**config.mk**
```make
export PLATFORM = sky130hd
export DESIGN_NAME = block_hit_ctrl
export DESIGN_NICKNAME = d
export VERILOG_FILES = /design/src/rtl/block_hit_ctrl_pkg.sv /design/src/rtl/block_hit_ctrl_ptr.sv /design/src/rtl/block_hit_ctrl.sv
export SDC_FILE = /design/constraint.sdc
export NUM_CORES = 1
export LEC_CHECK = 0
export ABC_AREA = 1
export ABC_CLOCK_PERIOD_IN_PS = 2100
export BUFFER_PORTS_ARGS = -buffer_cell sky130_fd_sc_hd__buf_2
export CORE_UTILIZATION = 35
export DETAILED_ROUTE_END_ITERATION = 8
export HOLD_SLACK_MARGIN = 0.1
export PLACE_DENSITY = 0.65
export SLEW_MARGIN = 20
export SYNTH_ARGS = -nofsm -noshare
export SYNTH_HDL_FRONTEND = slang
export SYNTH_SLANG_ARGS = --single-unit
```
**constraint.sdc**
```tcl
create_clock -name clk -period 2.1 [get_ports clk]
set_input_delay 0.525 -clock clk [delete_from_list [all_inputs] [get_ports clk]]
set_output_delay 0.525 -clock clk [all_outputs]
set_load 0.01 [all_outputs]
```
**src/rtl/block_hit_ctrl_pkg.sv**
```systemverilog
`default_nettype none
// +----------------------------------------------------------------------------+
// | Module   : block_hit_ctrl_pkg                                              |
// | Purpose  : Shared geometry constants, FSM state type and small helpers     |
// |            for the block-row store access controller.                      |
// | Revision : 1.0 - initial release                                           |
// +----------------------------------------------------------------------------+
package block_hit_ctrl_pkg;

  // Store geometry: 15 rows of 13 blocks, triangular initial fill 1+2+...+13.
  localparam int NUM_ROWS    = 15;
  localparam int LINE_WIDTH  = 13;
  localparam int INIT_BLOCKS = 91;

  // Request index widths and remaining-block counter width.
  localparam int ROW_W = 4;
  localparam int COL_W = 4;
  localparam int CNT_W = 7;

  // Controller states, explicitly two bits wide.
  typedef enum logic [1:0] {
    ST_IDLE = 2'd0,
    ST_SEEK = 2'd1,
    ST_RESP = 2'd2
  } hit_state_t;

  // Decrement that sticks at zero so the count can never wrap to 127.
  function automatic logic [CNT_W-1:0] dec_sat(input logic [CNT_W-1:0] v);
    return (v == '0) ? v : v - 1'b1;
  endfunction

endpackage
`default_nettype wire

```
**src/rtl/block_hit_ctrl_ptr.sv**
```systemverilog
`default_nettype none
// +----------------------------------------------------------------------------+
// | Module   : block_row_ptr                                                   |
// | Purpose  : Modulo-NUM_ROWS pointer shadowing which store row currently     |
// |            sits at the store line output.                                  |
// | Revision : 1.0 - initial release                                           |
// +----------------------------------------------------------------------------+
module block_row_ptr #(
  parameter int NUM_ROWS = block_hit_ctrl_pkg::NUM_ROWS,
  parameter int PTR_W    = block_hit_ctrl_pkg::ROW_W
) (
  input  logic             clk,
  input  logic             nRst,
  input  logic             inc,
  input  logic             clr,
  output logic [PTR_W-1:0] ptr
);

  localparam logic [PTR_W-1:0] LAST_ROW = PTR_W'(NUM_ROWS - 1);

  // Pointer follows store rotations; clear wins so a reload realigns it to row 0.
  always_ff @(posedge clk or negedge nRst) begin
    if (!nRst) begin
      ptr <= '0;
    end else if (clr) begin
      ptr <= '0;
    end else if (inc) begin
      ptr <= (ptr == LAST_ROW) ? '0 : ptr + 1'b1;
    end
  end

endmodule
`default_nettype wire

```
**src/rtl/block_hit_ctrl.sv**
```systemverilog
`default_nettype none
// +----------------------------------------------------------------------------+
// | Module   : block_hit_ctrl                                                  |
// | Purpose  : Owns the rotating block-row store. Serves single-outstanding    |
// |            test-and-clear requests, tracks the remaining block count and   |
// |            forwards the new-game reload to the store.                      |
// | Revision : 1.0 - initial release                                           |
// +----------------------------------------------------------------------------+
module block_hit_ctrl #(
  parameter int NUM_ROWS    = block_hit_ctrl_pkg::NUM_ROWS,
  parameter int LINE_WIDTH  = block_hit_ctrl_pkg::LINE_WIDTH,
  parameter int INIT_BLOCKS = block_hit_ctrl_pkg::INIT_BLOCKS,
  parameter int ROW_W       = block_hit_ctrl_pkg::ROW_W,
  parameter int COL_W       = block_hit_ctrl_pkg::COL_W
) (
  input  logic                  clk,
  input  logic                  nRst,
  input  logic                  new_game,
  input  logic                  req_valid,
  output logic                  req_ready,
  input  logic [ROW_W-1:0]      req_row,
  input  logic [COL_W-1:0]      req_col,
  output logic                  resp_valid,
  output logic                  resp_hit,
  output logic [6:0]            blocks_left,
  output logic                  all_clear,
  input  logic [LINE_WIDTH-1:0] bs_line,
  output logic [LINE_WIDTH-1:0] bs_new_line,
  output logic                  bs_write_line,
  output logic                  bs_next_line,
  output logic                  bs_reset_state
);

  import block_hit_ctrl_pkg::*;

  localparam logic [CNT_W-1:0] INIT_CNT = CNT_W'(INIT_BLOCKS);

  hit_state_t            state;
  hit_state_t            state_next;
  logic [ROW_W-1:0]      row_q;
  logic [COL_W-1:0]      col_q;
  logic [ROW_W-1:0]      ptr;
  logic                  accept;
  logic                  req_row_ok;
  logic                  at_row;
  logic                  col_ok;
  logic                  hit;
  logic [LINE_WIDTH-1:0] col_mask;

  // A request is taken only in IDLE and never in a new-game cycle.
  assign accept     = (state == ST_IDLE) && req_valid && !new_game;
  assign req_row_ok = int'(req_row) < NUM_ROWS;

  // The addressed row is at the store output once the pointer reaches it.
  assign at_row = (state == ST_SEEK) && (ptr == row_q);

  // One-hot column select; an out-of-range column shifts out to all zeros.
  assign col_mask = LINE_WIDTH'(1) << col_q;
  assign col_ok   = int'(col_q) < LINE_WIDTH;
  assign hit      = at_row && col_ok && (|(bs_line & col_mask));

  assign all_clear = (blocks_left == '0);

  // Row pointer mirrors the store: advances on every rotate strobe, zeroed on reload.
  block_row_ptr #(
    .NUM_ROWS (NUM_ROWS),
    .PTR_W    (ROW_W)
  ) u_row_ptr (
    .clk  (clk),
    .nRst (nRst),
    .inc  (bs_next_line),
    .clr  (new_game),
    .ptr  (ptr)
  );

  // State register.
  always_ff @(posedge clk or negedge nRst) begin
    if (!nRst) begin
      state <= ST_IDLE;
    end else begin
      state <= state_next;
    end
  end

  // Next-state logic; new_game aborts whatever is in flight.
  always_comb begin
    state_next = state;
    if (new_game) begin
      state_next = ST_IDLE;
    end else begin
      case (state)
        ST_IDLE: begin
          if (req_valid) begin
            // Rows beyond the store are answered immediately as misses.
            state_next = req_row_ok ? ST_SEEK : ST_RESP;
          end
        end
        ST_SEEK: begin
          if (ptr == row_q) begin
            state_next = ST_RESP;
          end
        end
        ST_RESP: begin
          state_next = ST_IDLE;
        end
        default: begin
          state_next = ST_IDLE;
        end
      endcase
    end
  end

  // Output decode: handshake flags and store strobes, suppressed under new_game.
  always_comb begin
    req_ready      = (state == ST_IDLE);
    resp_valid     = (state == ST_RESP);
    bs_reset_state = new_game;
    bs_next_line   = 1'b0;
    bs_write_line  = 1'b0;
    bs_new_line    = '0;
    // The store lets a write override a reload, so nothing else may strobe now.
    if (!new_game && (state == ST_SEEK)) begin
      if (!at_row) begin
        bs_next_line = 1'b1;
      end else if (hit) begin
        bs_write_line = 1'b1;
        bs_new_line   = bs_line & ~col_mask;
      end
    end
  end

  // Capture the request so the inputs are free once it has been accepted.
  always_ff @(posedge clk or negedge nRst) begin
    if (!nRst) begin
      row_q <= '0;
      col_q <= '0;
    end else if (accept) begin
      row_q <= req_row;
      col_q <= req_col;
    end
  end

  // Result flag: set in the test-and-clear cycle, held until the next response.
  always_ff @(posedge clk or negedge nRst) begin
    if (!nRst) begin
      resp_hit <= 1'b0;
    end else if (new_game) begin
      resp_hit <= 1'b0;
    end else if (accept && !req_row_ok) begin
      resp_hit <= 1'b0;
    end else if (at_row) begin
      resp_hit <= hit;
    end
  end

  // Remaining-block count drops by one for every block actually cleared.
  always_ff @(posedge clk or negedge nRst) begin
    if (!nRst) begin
      blocks_left <= INIT_CNT;
    end else if (new_game) begin
      blocks_left <= INIT_CNT;
    end else if (bs_write_line) begin
      blocks_left <= dec_sat(blocks_left);
    end
  end

endmodule
`default_nettype wire

```
==> metrics, run 1 <==
Remaining DRCs 0; violation count after the first detailed-route iteration 67; Yosys top cell area share 0.247; cell taking the most area after synthesis dfrtp_1; post-synthesis adder-cell area fraction 0.0291; Chip Width 72.1 microns; Tcrit/Tclk final 1.12; Required @ worst endpoint 1.57 ns; CP startpoint kind flip-flop; Power Internal ~1.5 mW; final setup violation count 14; fraction of registers with async set/reset 1.00; num ports 52; final WL between 4000 and 5000 microns; Rows 25; Placement Setup Slack -0.0364 ns; Final Max Tran Viols 0; Final Hold Vio Count 0; Critical Path Fanout Max 6; sequential share of power 0.304; Synth Flop Type dfrtp_1; FMAX roughly 0.43 GHz; Post-synth EDFFs 0; Slowest-stage cell, CP dfrtp_2; mux contribution to synthesized area 0; Slew @ Worst Pin 0.506 ns; DRT antenna net count 0; synthesized-area fraction occupied by and/or/nand/nor cells 0.473; largest family of logic cells by synthesized area simple AND/OR/NAND/NOR gates; Final WS setup -0.243 ns; total global routing overflow 0; Sw Ratio 0.428; CP top delay family simple AND/OR/NAND/NOR gates; pwr dens between 1000 and 1500 nW/um^2; Critical Path AT 1.82 ns; CTS tree done; post-synth cell types 29; complex-gate fraction of the synthesized area 0.0502; combinational power share 0.540; status finished with violations; Setup CP Type flip-flop to output port; H-tree Lvls 1; Worst Setup End Kind output port; max_cap viols 0; post-synthesis net count 261; first-pass iteration count of the detailed router 4; min Tclk post-route 2.34 ns; Peak supply drop 0.000656 V; Slew headroom 0.663; YS warnings 0; Clk pwr share 0.156; Syn Area/Cell 7.41 sq um; share of layout cells above drive strength 1 0.420; hold buffers post-CTS 0; buffer and inverter count on the worst path 3; hpwl dp 3060 microns; RSZ-0062 raised after global routing yes; vias per cell 4.55; failing checks setup timing; clock latency at the later pin of the worst-skew pair 0.26 ns; Hold WC Path Type primary input to asynchronous set/reset pin; synthesized flop and latch total 22; critical-path cell list nor2_4, buf_6, nand3_2, nand3_2, nor2_2, nand3_4, nand3_4, buf_4, nor2_4, buf_2; Final #Nets 335; vias 1693; Reg clk slew, reported paths 0.08 ns; die area 5200 sq um; WL per Instance 11.0 microns; initial antenna violation count 0; Synth-to-Final Area Change 38.0%; gr usage total 0.161; GPL Wtd Cong 0.858; Synth Cell Area around 1700 sq um; vias in the first global route between 1000 and 1500; Worst path max stage delay 0.47 ns; Commonest cells post-synth 61 x nand2_1, 33 x nand3_1, 21 x inv_1; initial core utilization 0.364; TritonCTS buffer count 3; Die Y approximately 72 microns; xor-xnor portion of the synthesized cell area 0.0357; synthesized netlist cell count 232; Net Switching 1.09 mW; CTS Buffer Depth 2; Post-Place Cell Area 2150 sq um; global-route wire length before repair between 6000 and 7000 microns; root buf cell clkbuf_8; CTS sink cnt 22; dominant cells by area after synthesis dfrtp_1 25%, nand2_1 13%, nand3_1 9.6%; fin area 2370 sq um; largest net degree at the start of global routing 23; count leader, synth nand2_1; Util after Layout 0.502; sequential cell area fraction in the yosys report 0.324; clk_skew 0.00218 ns; Core ar. 4720 sq um; Ant. Diodes 0; I/O Buffers 51; LEAKAGE 1.25 nW
## worst paths after layout
kind	from	end	slack, ns	cells past startpoint
min	nRst	blocks_left[2]$_DFFE_PN0P_	0.22	1
max	col_q[1]$_DFFE_PN0P_	bs_new_line[10]	-0.24	10
max reg2reg	col_q[0]$_DFFE_PN0P_	blocks_left[2]$_DFFE_PN0P_	0.41	12
min reg2reg	blocks_left[1]$_DFFE_PN1P_	blocks_left[1]$_DFFE_PN1P_	0.48	2
max in group asynchronous	nRst	col_q[0]$_DFFE_PN0P_	1.51	1
min in group clk	req_col[0]	col_q[0]$_DFFE_PN0P_	0.47	3
## layout make-up
type / count / area, sq um
Fill cell: 487 / 2350
Multi-Input combinational cell: 178 / 1050
Sequential cell: 22 / 561
Timing Repair Buffer: 74 / 504
Inverter: 27 / 104
Tap cell: 67 / 83.8
Clock buffer: 3 / 41.3
Clock inverter: 1 / 30.0
## cell families (layout without fill, tap and decap cells)
group                    after synthesis  after routing
buffers and inverters                 32            105
flip-flops                            22             22
adder cells (fa/ha/maj)                4              4
AO/OA/AOI/OAI                         15             15
XOR/XNOR                               7              7
AND/OR/NAND/NOR                      152            152
## worst reg2reg max path, stage by stage, from the launching register on
cell	delay (ns)
dfrtp_2	0.47
nand2_2	0.12
inv_1	0.06
nand3_1	0.09
nand3_2	0.08
nor2_2	0.17
nand3_4	0.10
buf_4	0.15
nand2_2	0.08
nand2_4	0.10
nand2_4	0.11
nand2_1	0.06
nand2_1	0.07
## repair_timing
item / 4_1_cts / 5_1_grt
buffers inserted: 5 / 2
endpoints found under the setup margin: 14 / 14
gates resized for setup: 14 / 8
pin swaps: 4 / 4
## registers in the layout, summed over array words and instances (netlist names)
signal,cells
blocks_left,7
col_q,4
row_q,4
u_row_ptr.ptr,4
state,2
resp_hit,1
## per-stage QoR
stage	total power, mW	hold slack [ns]	setup TNS (ns)	instances
2_1_floorplan	1.60	0.229	0	232
3_3_place_gp	1.99	0.469	0	361
3_5_place_dp	2.01	0.474	-0.191	361
4_1_cts	2.51	0.238	-3.06	370
5_1_grt	2.75	0.257	-4.20	372
6_report	2.54	0.219	-2.87	372
## placed cells by master, fill, tap and decap left out
cell type  instances
nor2_1            16
nand3_4            2
buf_2             44
clkbuf_8           3
nor2_4            15
buf_12             2
o21ai_0           12
xnor2_1            1
inv_2              5
or2_2              1
ha_1               4
nand2_1           61
dfstp_2            5
inv_1             21
nand2_2            4
nand3b_1           1
xor2_1             6
buf_4             19
nand4_1            6
dfrtp_2            3
bufinv_16          1
nand3_2            6
nor3_1             2
buf_6              9
dfrtp_1           14
nand2_4            2
inv_4              1
nor4_1             1
o2bb2ai_1          1
nand3_1           29
nor2_2             6
o32ai_1            1
o2111ai_1          1
## per-layer routing
metal  GRT usage  wire [microns]
met1       0.228            1950
met2       0.252            1900
met5           0               0
met3      0.0222             207
met4      0.0501              36
## power groups by stage
stage | logic (mW) | registers (mW) | clock network (mW)
2_1_floorplan | 0.847 | 0.754 | 0
3_3_place_gp | 1.22 | 0.765 | 0
3_5_place_dp | 1.24 | 0.772 | 0
4_1_cts | 1.33 | 0.771 | 0.410
5_1_grt | 1.53 | 0.799 | 0.425
6_report | 1.37 | 0.773 | 0.398
Power figures use the tool's default switching activity.
==> run 2: changes to the inputs <==
- PLACE_DENSITY: 0.65 -> 0.66
==> metrics, run 2 (synthesis results as in run 1) <==
max_cap viols 0 (unchanged); Slowest-stage cell, CP dfrtp_2 (unchanged); final setup violation count 14 (unchanged); pwr dens 1040 nW/um^2 (was 1070 nW/um^2); total global routing overflow 0 (unchanged); Rows 25 (unchanged); fin area 2520 sq um (was 2370 sq um); min Tclk post-route 2.32 ns (was 2.34 ns); r2r setup slk 0.09 ns (was 0.41 ns); most common cell after layout, fill and taps aside nand2_1 (unchanged); Core ar. 4720 sq um (unchanged); RSZ-0062 raised after global routing yes (unchanged); share of layout cells above drive strength 1 0.462 (was 0.420); Final Max Tran Viols 0 (unchanged); Ant. Diodes 0 (unchanged); I/O Buffers 51 (unchanged); root buf cell clkbuf_8 (unchanged); Final #Nets 346 (was 335); vias per cell 4.61 (was 4.55); Synth-to-Final Area Change 46.8% (was 38.0%); Critical Path Stages 9 (was 10); gr usage total 0.172 (was 0.161); LEAKAGE 1.32 nW (was 1.25 nW); violation count after the first detailed-route iteration 61 (was 67); status finished with violations (unchanged); Post-Place Cell Area 2160 sq um (was 2150 sq um); Reg2Reg Depth 15 (was 12); Tcrit/Tclk final 1.10 (was 1.12); Peak supply drop 0.000556 V (was 0.000656 V); Die Y 72.1 microns (unchanged); Finished Layout Cells 383 (was 372); Setup CP Type flip-flop to output port (unchanged); Worst path max stage delay 0.46 ns (was 0.47 ns); Worst Setup End Kind output port (unchanged); failing checks setup timing (unchanged); CP top delay family simple AND/OR/NAND/NOR gates (unchanged); H-tree Lvls 1 (unchanged); clk_skew 0.00237 ns (was 0.00218 ns); first-pass iteration count of the detailed router 5 (was 4); WL per Instance 11.2 microns (was 11.0 microns); Final Hold Vio Count 0 (unchanged); Placement Setup Slack -0.0154 ns (was -0.0364 ns); Chip Width 72.1 microns (unchanged); Required @ worst endpoint 1.57 ns (about the same); Hold WC Path Type primary input to asynchronous set/reset pin (unchanged); buffer and inverter count on the worst path 2 (was 3); FMAX 0.431 GHz (was 0.427 GHz); Critical Path Fanout Max 7 (was 6); Remaining DRCs 0 (unchanged); DRT antenna net count 0 (unchanged); hpwl dp 3120 microns (was 3060 microns); CTS Buffer Depth 2 (unchanged); Critical Path AT 1.80 ns (was 1.82 ns); num ports 52 (unchanged); Slew headroom 0.668 (was 0.663); TritonCTS buffer count 3 (unchanged); initial core utilization 0.364 (unchanged); most frequent cells in the layout 57 x nand2_1, 40 x buf_2, 30 x buf_4, 29 x nand3_1, 20 x inv_1 (was 61 x nand2_1, 44 x buf_2, 29 x nand3_1, 21 x inv_1, 19 x buf_4); Slew @ Worst Pin 0.498 ns (was 0.506 ns); number of flip-flops in the largest register 7 (unchanged); CTS tree done (unchanged); Reg clk slew, reported paths 0.08 ns (about the same); clock latency at the later pin of the worst-skew pair 0.26 ns (about the same); Final WS setup -0.220 ns (was -0.243 ns); critical-path cell list nor2_4, nand3_2, nor2_2, nor2_2, nand3_4, nand3_4, buf_12, nor2_1, buf_2 (was nor2_4, buf_6, nand3_2, nand3_2, nor2_2, nand3_4, nand3_4, buf_4, nor2_4, buf_2); GPL Wtd Cong 0.829 (was 0.858); global-route wire length before repair 7210 microns (was 6620 microns); vias in the first global route 1616 (was 1477); FF-to-FF End blocks_left[2]$_DFFE_PN0P_ (unchanged); die area 5200 sq um (unchanged); Biggest register blocks_left (unchanged); Fill cells 462 (was 487); vias 1765 (was 1693); CTS sink cnt 22 (unchanged); final WL 4280 microns (was 4100 microns); initial antenna violation count 0 (unchanged); worst r2r src col_q[1]$_DFFE_PN0P_ (was col_q[0]$_DFFE_PN0P_); CP startpoint kind flip-flop (unchanged); dpl cells 362 (was 361); largest net degree at the start of global routing 23 (unchanged)
run 2: cell types whose count changed in the layout (fill, tap and decap cells not counted), moves of 2 or more:
| cell | previous run | this run |
|---|---|---|
| buf_2 | 44 | 40 |
| buf_4 | 19 | 30 |
| buf_6 | 9 | 13 |
| nand2_1 | 61 | 57 |
| nand2_2 | 4 | 6 |
| nand2_8 | 0 | 2 |
| nor2_2 | 6 | 4 |
| nor2_4 | 15 | 18 |
run 2: stage by stage:
| stage | hold WS [ns] | TNS, ns | power (mW) | util |
|---|---|---|---|---|
| 4_1_cts | 0.247 | -3.26 | 2.55 | 0.517 |
| 6_report | 0.227 | -2.69 | 2.64 | 0.534 |
| 5_1_grt | 0.257 | -4.59 | 2.86 | 0.534 |
| 3_3_place_gp | 0.471 | 0 | 1.99 | 0.457 |
| 2_1_floorplan | 0.229 | 0 | 1.60 | - |
| 3_5_place_dp | 0.471 | -0.0327 | 2.02 | 0.457 |
run 2: cell type report:
cell class | count | area, sq um | share of cell area
well taps | 67 | 83.8 | 0.0332
clock buffers | 4 | 55.1 | 0.0218
multi-input cells | 178 | 1110 | 0.439
inverters | 27 | 104 | 0.0412
flip-flops and latches | 22 | 561 | 0.222
repair buffers | 85 | 612 | 0.242
run 2: worst max-delay path by stage:
| stage | slack [ns] | startpoint | endpoint |
|---|---|---|---|
| global route | -0.33 | col_q[1]$_DFFE_PN0P_ | bs_new_line[0] |
| floorplan | 0.17 | u_row_ptr.ptr[2]$_DFFE_PN0P_ | bs_new_line[12] |
| detailed placement | -0.02 | col_q[1]$_DFFE_PN0P_ | bs_new_line[1] |
| global placement | 0.03 | col_q[1]$_DFFE_PN0P_ | bs_new_line[0] |
| finish | -0.22 | col_q[1]$_DFFE_PN0P_ | bs_new_line[3] |
| CTS | -0.23 | row_q[1]$_DFFE_PN0P_ | bs_new_line[3] |
run 2: per-layer routing:
layer  routed length, microns  global-route usage  part of all wire
met1                     1950               0.227              0.46
met2                     2070               0.292              0.48
met3                      219              0.0264             0.051
met4                       40              0.0479            0.0094
met5                        0                   0                 0
run 2: where the power goes:
part / leakage, nW / switching (mW) / internal (mW)
sequential: 0.271 / 0.193 / 0.593
clock: 0.0288 / 0.135 / 0.167
combinational: 1.02 / 0.830 / 0.718
run 2: timing repair:
item	CTS	global route
hold buffers	0	0
setup endpoints to repair	14	22
pin swaps	11	11
setup buffers	14	6
gates resized for setup	26	14
==> run 3: changes to the inputs <==
- GPL_TIMING_DRIVEN: not set -> 0
- PLACE_DENSITY: 0.66 -> not set
- PLACE_DENSITY_LB_ADDON: not set -> 0.12
==> metrics, run 3 (synthesis results as in run 1) <==
vias 1719 (was 1765); final WL 4180 microns (was 4280 microns); CTS Buffer Depth 2 (unchanged); Final Hold Vio Count 0 (unchanged); FMAX 0.420 GHz (was 0.431 GHz); clk_skew 0.00486 ns (was 0.00237 ns); Finished Layout Cells 364 (was 383); Reg clk slew, reported paths 0.08 ns (about the same); largest net degree at the start of global routing 23 (unchanged); Final Max Tran Viols 0 (unchanged); failing checks setup timing (unchanged); number of flip-flops in the largest register 7 (unchanged); GPL Wtd Cong 0.810 (was 0.829); WL per Instance 11.5 microns (was 11.2 microns); critical-path cell list inv_2, buf_6, nand4_1, nand2_1, nor2_2, nand3_4, nand3_4, buf_12, nor2_4, buf_6 (was nor2_4, nand3_2, nor2_2, nor2_2, nand3_4, nand3_4, buf_12, nor2_1, buf_2); RSZ-0062 raised after global routing yes (unchanged); Rows 25 (unchanged); share of layout cells above drive strength 1 0.404 (was 0.462); Final #Nets 327 (was 346); Slew headroom 0.660 (was 0.668); most common cell after layout, fill and taps aside nand2_1 (unchanged); fin area 2350 sq um (was 2520 sq um); Slew @ Worst Pin 0.510 ns (was 0.498 ns); CP startpoint kind flip-flop (unchanged); Tcrit/Tclk final 1.13 (was 1.10); clock latency at the later pin of the worst-skew pair 0.27 ns (was 0.26 ns); Worst path max stage delay 0.43 ns (was 0.46 ns); CTS sink cnt 22 (unchanged); total global routing overflow 0 (unchanged); TritonCTS buffer count 3 (unchanged); global-route wire length before repair 7120 microns (was 7210 microns); Biggest register blocks_left (unchanged); Required @ worst endpoint 1.57 ns (about the same); num ports 52 (unchanged); Chip Width 72.1 microns (unchanged); Die Y 72.1 microns (unchanged); CP top delay family buffers and inverters (was simple AND/OR/NAND/NOR gates); Critical Path Fanout Max 10 (was 7); Overall Power 2.44 mW (was 2.64 mW); vias per cell 4.72 (was 4.61); final setup violation count 14 (unchanged); max_cap viols 0 (unchanged); Slowest-stage cell, CP dfrtp_1 (was dfrtp_2); first-pass iteration count of the detailed router 6 (was 5); initial core utilization 0.364 (unchanged); hpwl dp 3060 microns (was 3120 microns); root buf cell clkbuf_8 (unchanged); status finished with violations (unchanged); pwr dens 1040 nW/um^2 (about the same); Setup CP Type flip-flop to output port (unchanged); gr usage total 0.173 (was 0.172); DRT antenna net count 0 (unchanged); CTS tree done (unchanged); Critical Path AT 1.86 ns (was 1.80 ns); I/O Buffers 51 (unchanged); Ant. Diodes 0 (unchanged); min Tclk post-route 2.38 ns (was 2.32 ns); Worst Setup End Kind output port (unchanged); Remaining DRCs 0 (unchanged); Post-Place Cell Area 2060 sq um (was 2160 sq um); initial antenna violation count 0 (unchanged); buffer and inverter count on the worst path 4 (was 2); LEAKAGE 1.21 nW (was 1.32 nW); vias in the first global route 1590 (was 1616); most frequent cells in the layout 61 x nand2_1, 39 x buf_2, 30 x nand3_1, 21 x inv_1, 18 x nor2_4 (was 57 x nand2_1, 40 x buf_2, 30 x buf_4, 29 x nand3_1, 20 x inv_1); Synth-to-Final Area Change 37.0% (was 46.8%); Peak supply drop 0.000461 V (was 0.000556 V); Core ar. 4720 sq um (unchanged); Hold WC Path Type primary input to asynchronous set/reset pin (unchanged); die area 5200 sq um (unchanged); H-tree Lvls 1 (unchanged); violation count after the first detailed-route iteration 66 (was 61); dpl cells 350 (was 362); Final WS setup -0.281 ns (was -0.220 ns); setup TNS -3.70 ns (was -2.69 ns)
[run 3: changes by cell type in the layout (fill, tap and decap cells not counted), moves of 2 or more]
cell / change
nand2_8: -2
nand2_1: +4
nand2_2: -2
buf_4: -20
[run 3: per-layer routing]
layer | vias up | wire length (microns) | track usage
met5 | - | 0 | 0
met4 | 0 | 42 | 0.0414
met3 | 4 | 153 | 0.0347
met2 | 45 | 2030 | 0.283
met1 | 792 | 1960 | 0.234
li1 | 878 | - | -
[run 3: where the power goes]
part / internal, mW / switching [mW] / total, mW / leakage (nW)
combinational: 0.517 / 0.767 / 1.28 / 0.906
clock: 0.255 / 0.146 / 0.401 / 0.0357
sequential: 0.591 / 0.163 / 0.754 / 0.270
[run 3: layout make-up]
cell class | instances | area, sq um
Buffer | 5 | 50.0
Clock buffer | 3 | 41.3
Clock inverter | 1 | 30.0
Fill cell | 474 | 2370
Inverter | 27 | 101
Multi-Input combinational cell | 178 | 1070
Sequential cell | 22 | 561
Tap cell | 67 | 83.8
Timing Repair Buffer | 61 | 422
[run 3: repair_timing]
item,in CTS,in global routing
pin swaps,4,5
hold buffers,0,0
buffers inserted,10,0
endpoints found under the setup margin,14,15
resized for setup,24,5
cloned,0,0
[run 3: final timing paths]
path / start / end / slack (ns) / cells past startpoint
setup / recovery: col_q[2]$_DFFE_PN0P_ / bs_new_line[5] / -0.28 / 10
hold / removal: nRst / blocks_left[2]$_DFFE_PN0P_ / 0.22 / 1
setup reg to reg: state[0]$_DFFE_PN0P_ / resp_hit$_DFFE_PN0P_ / 0.41 / 6
hold reg to reg: blocks_left[0]$_DFFE_PN1P_ / blocks_left[0]$_DFFE_PN1P_ / 0.48 / 2
max in group asynchronous: nRst / u_row_ptr.ptr[2]$_DFFE_PN0P_ / 1.51 / 1
min in group clk: req_col[1] / col_q[1]$_DFFE_PN0P_ / 0.47 / 3
[run 3: metrics by stage]
stage	utilization	worst slack (ns)	hold WS (ns)
floorplan	-	0.171	0.229
finish	0.499	-0.281	0.219
global placement	0.436	-0.0940	0.470
detailed placement	0.436	-0.0829	0.471
CTS	0.494	-0.274	0.236
global route	0.499	-0.376	0.243
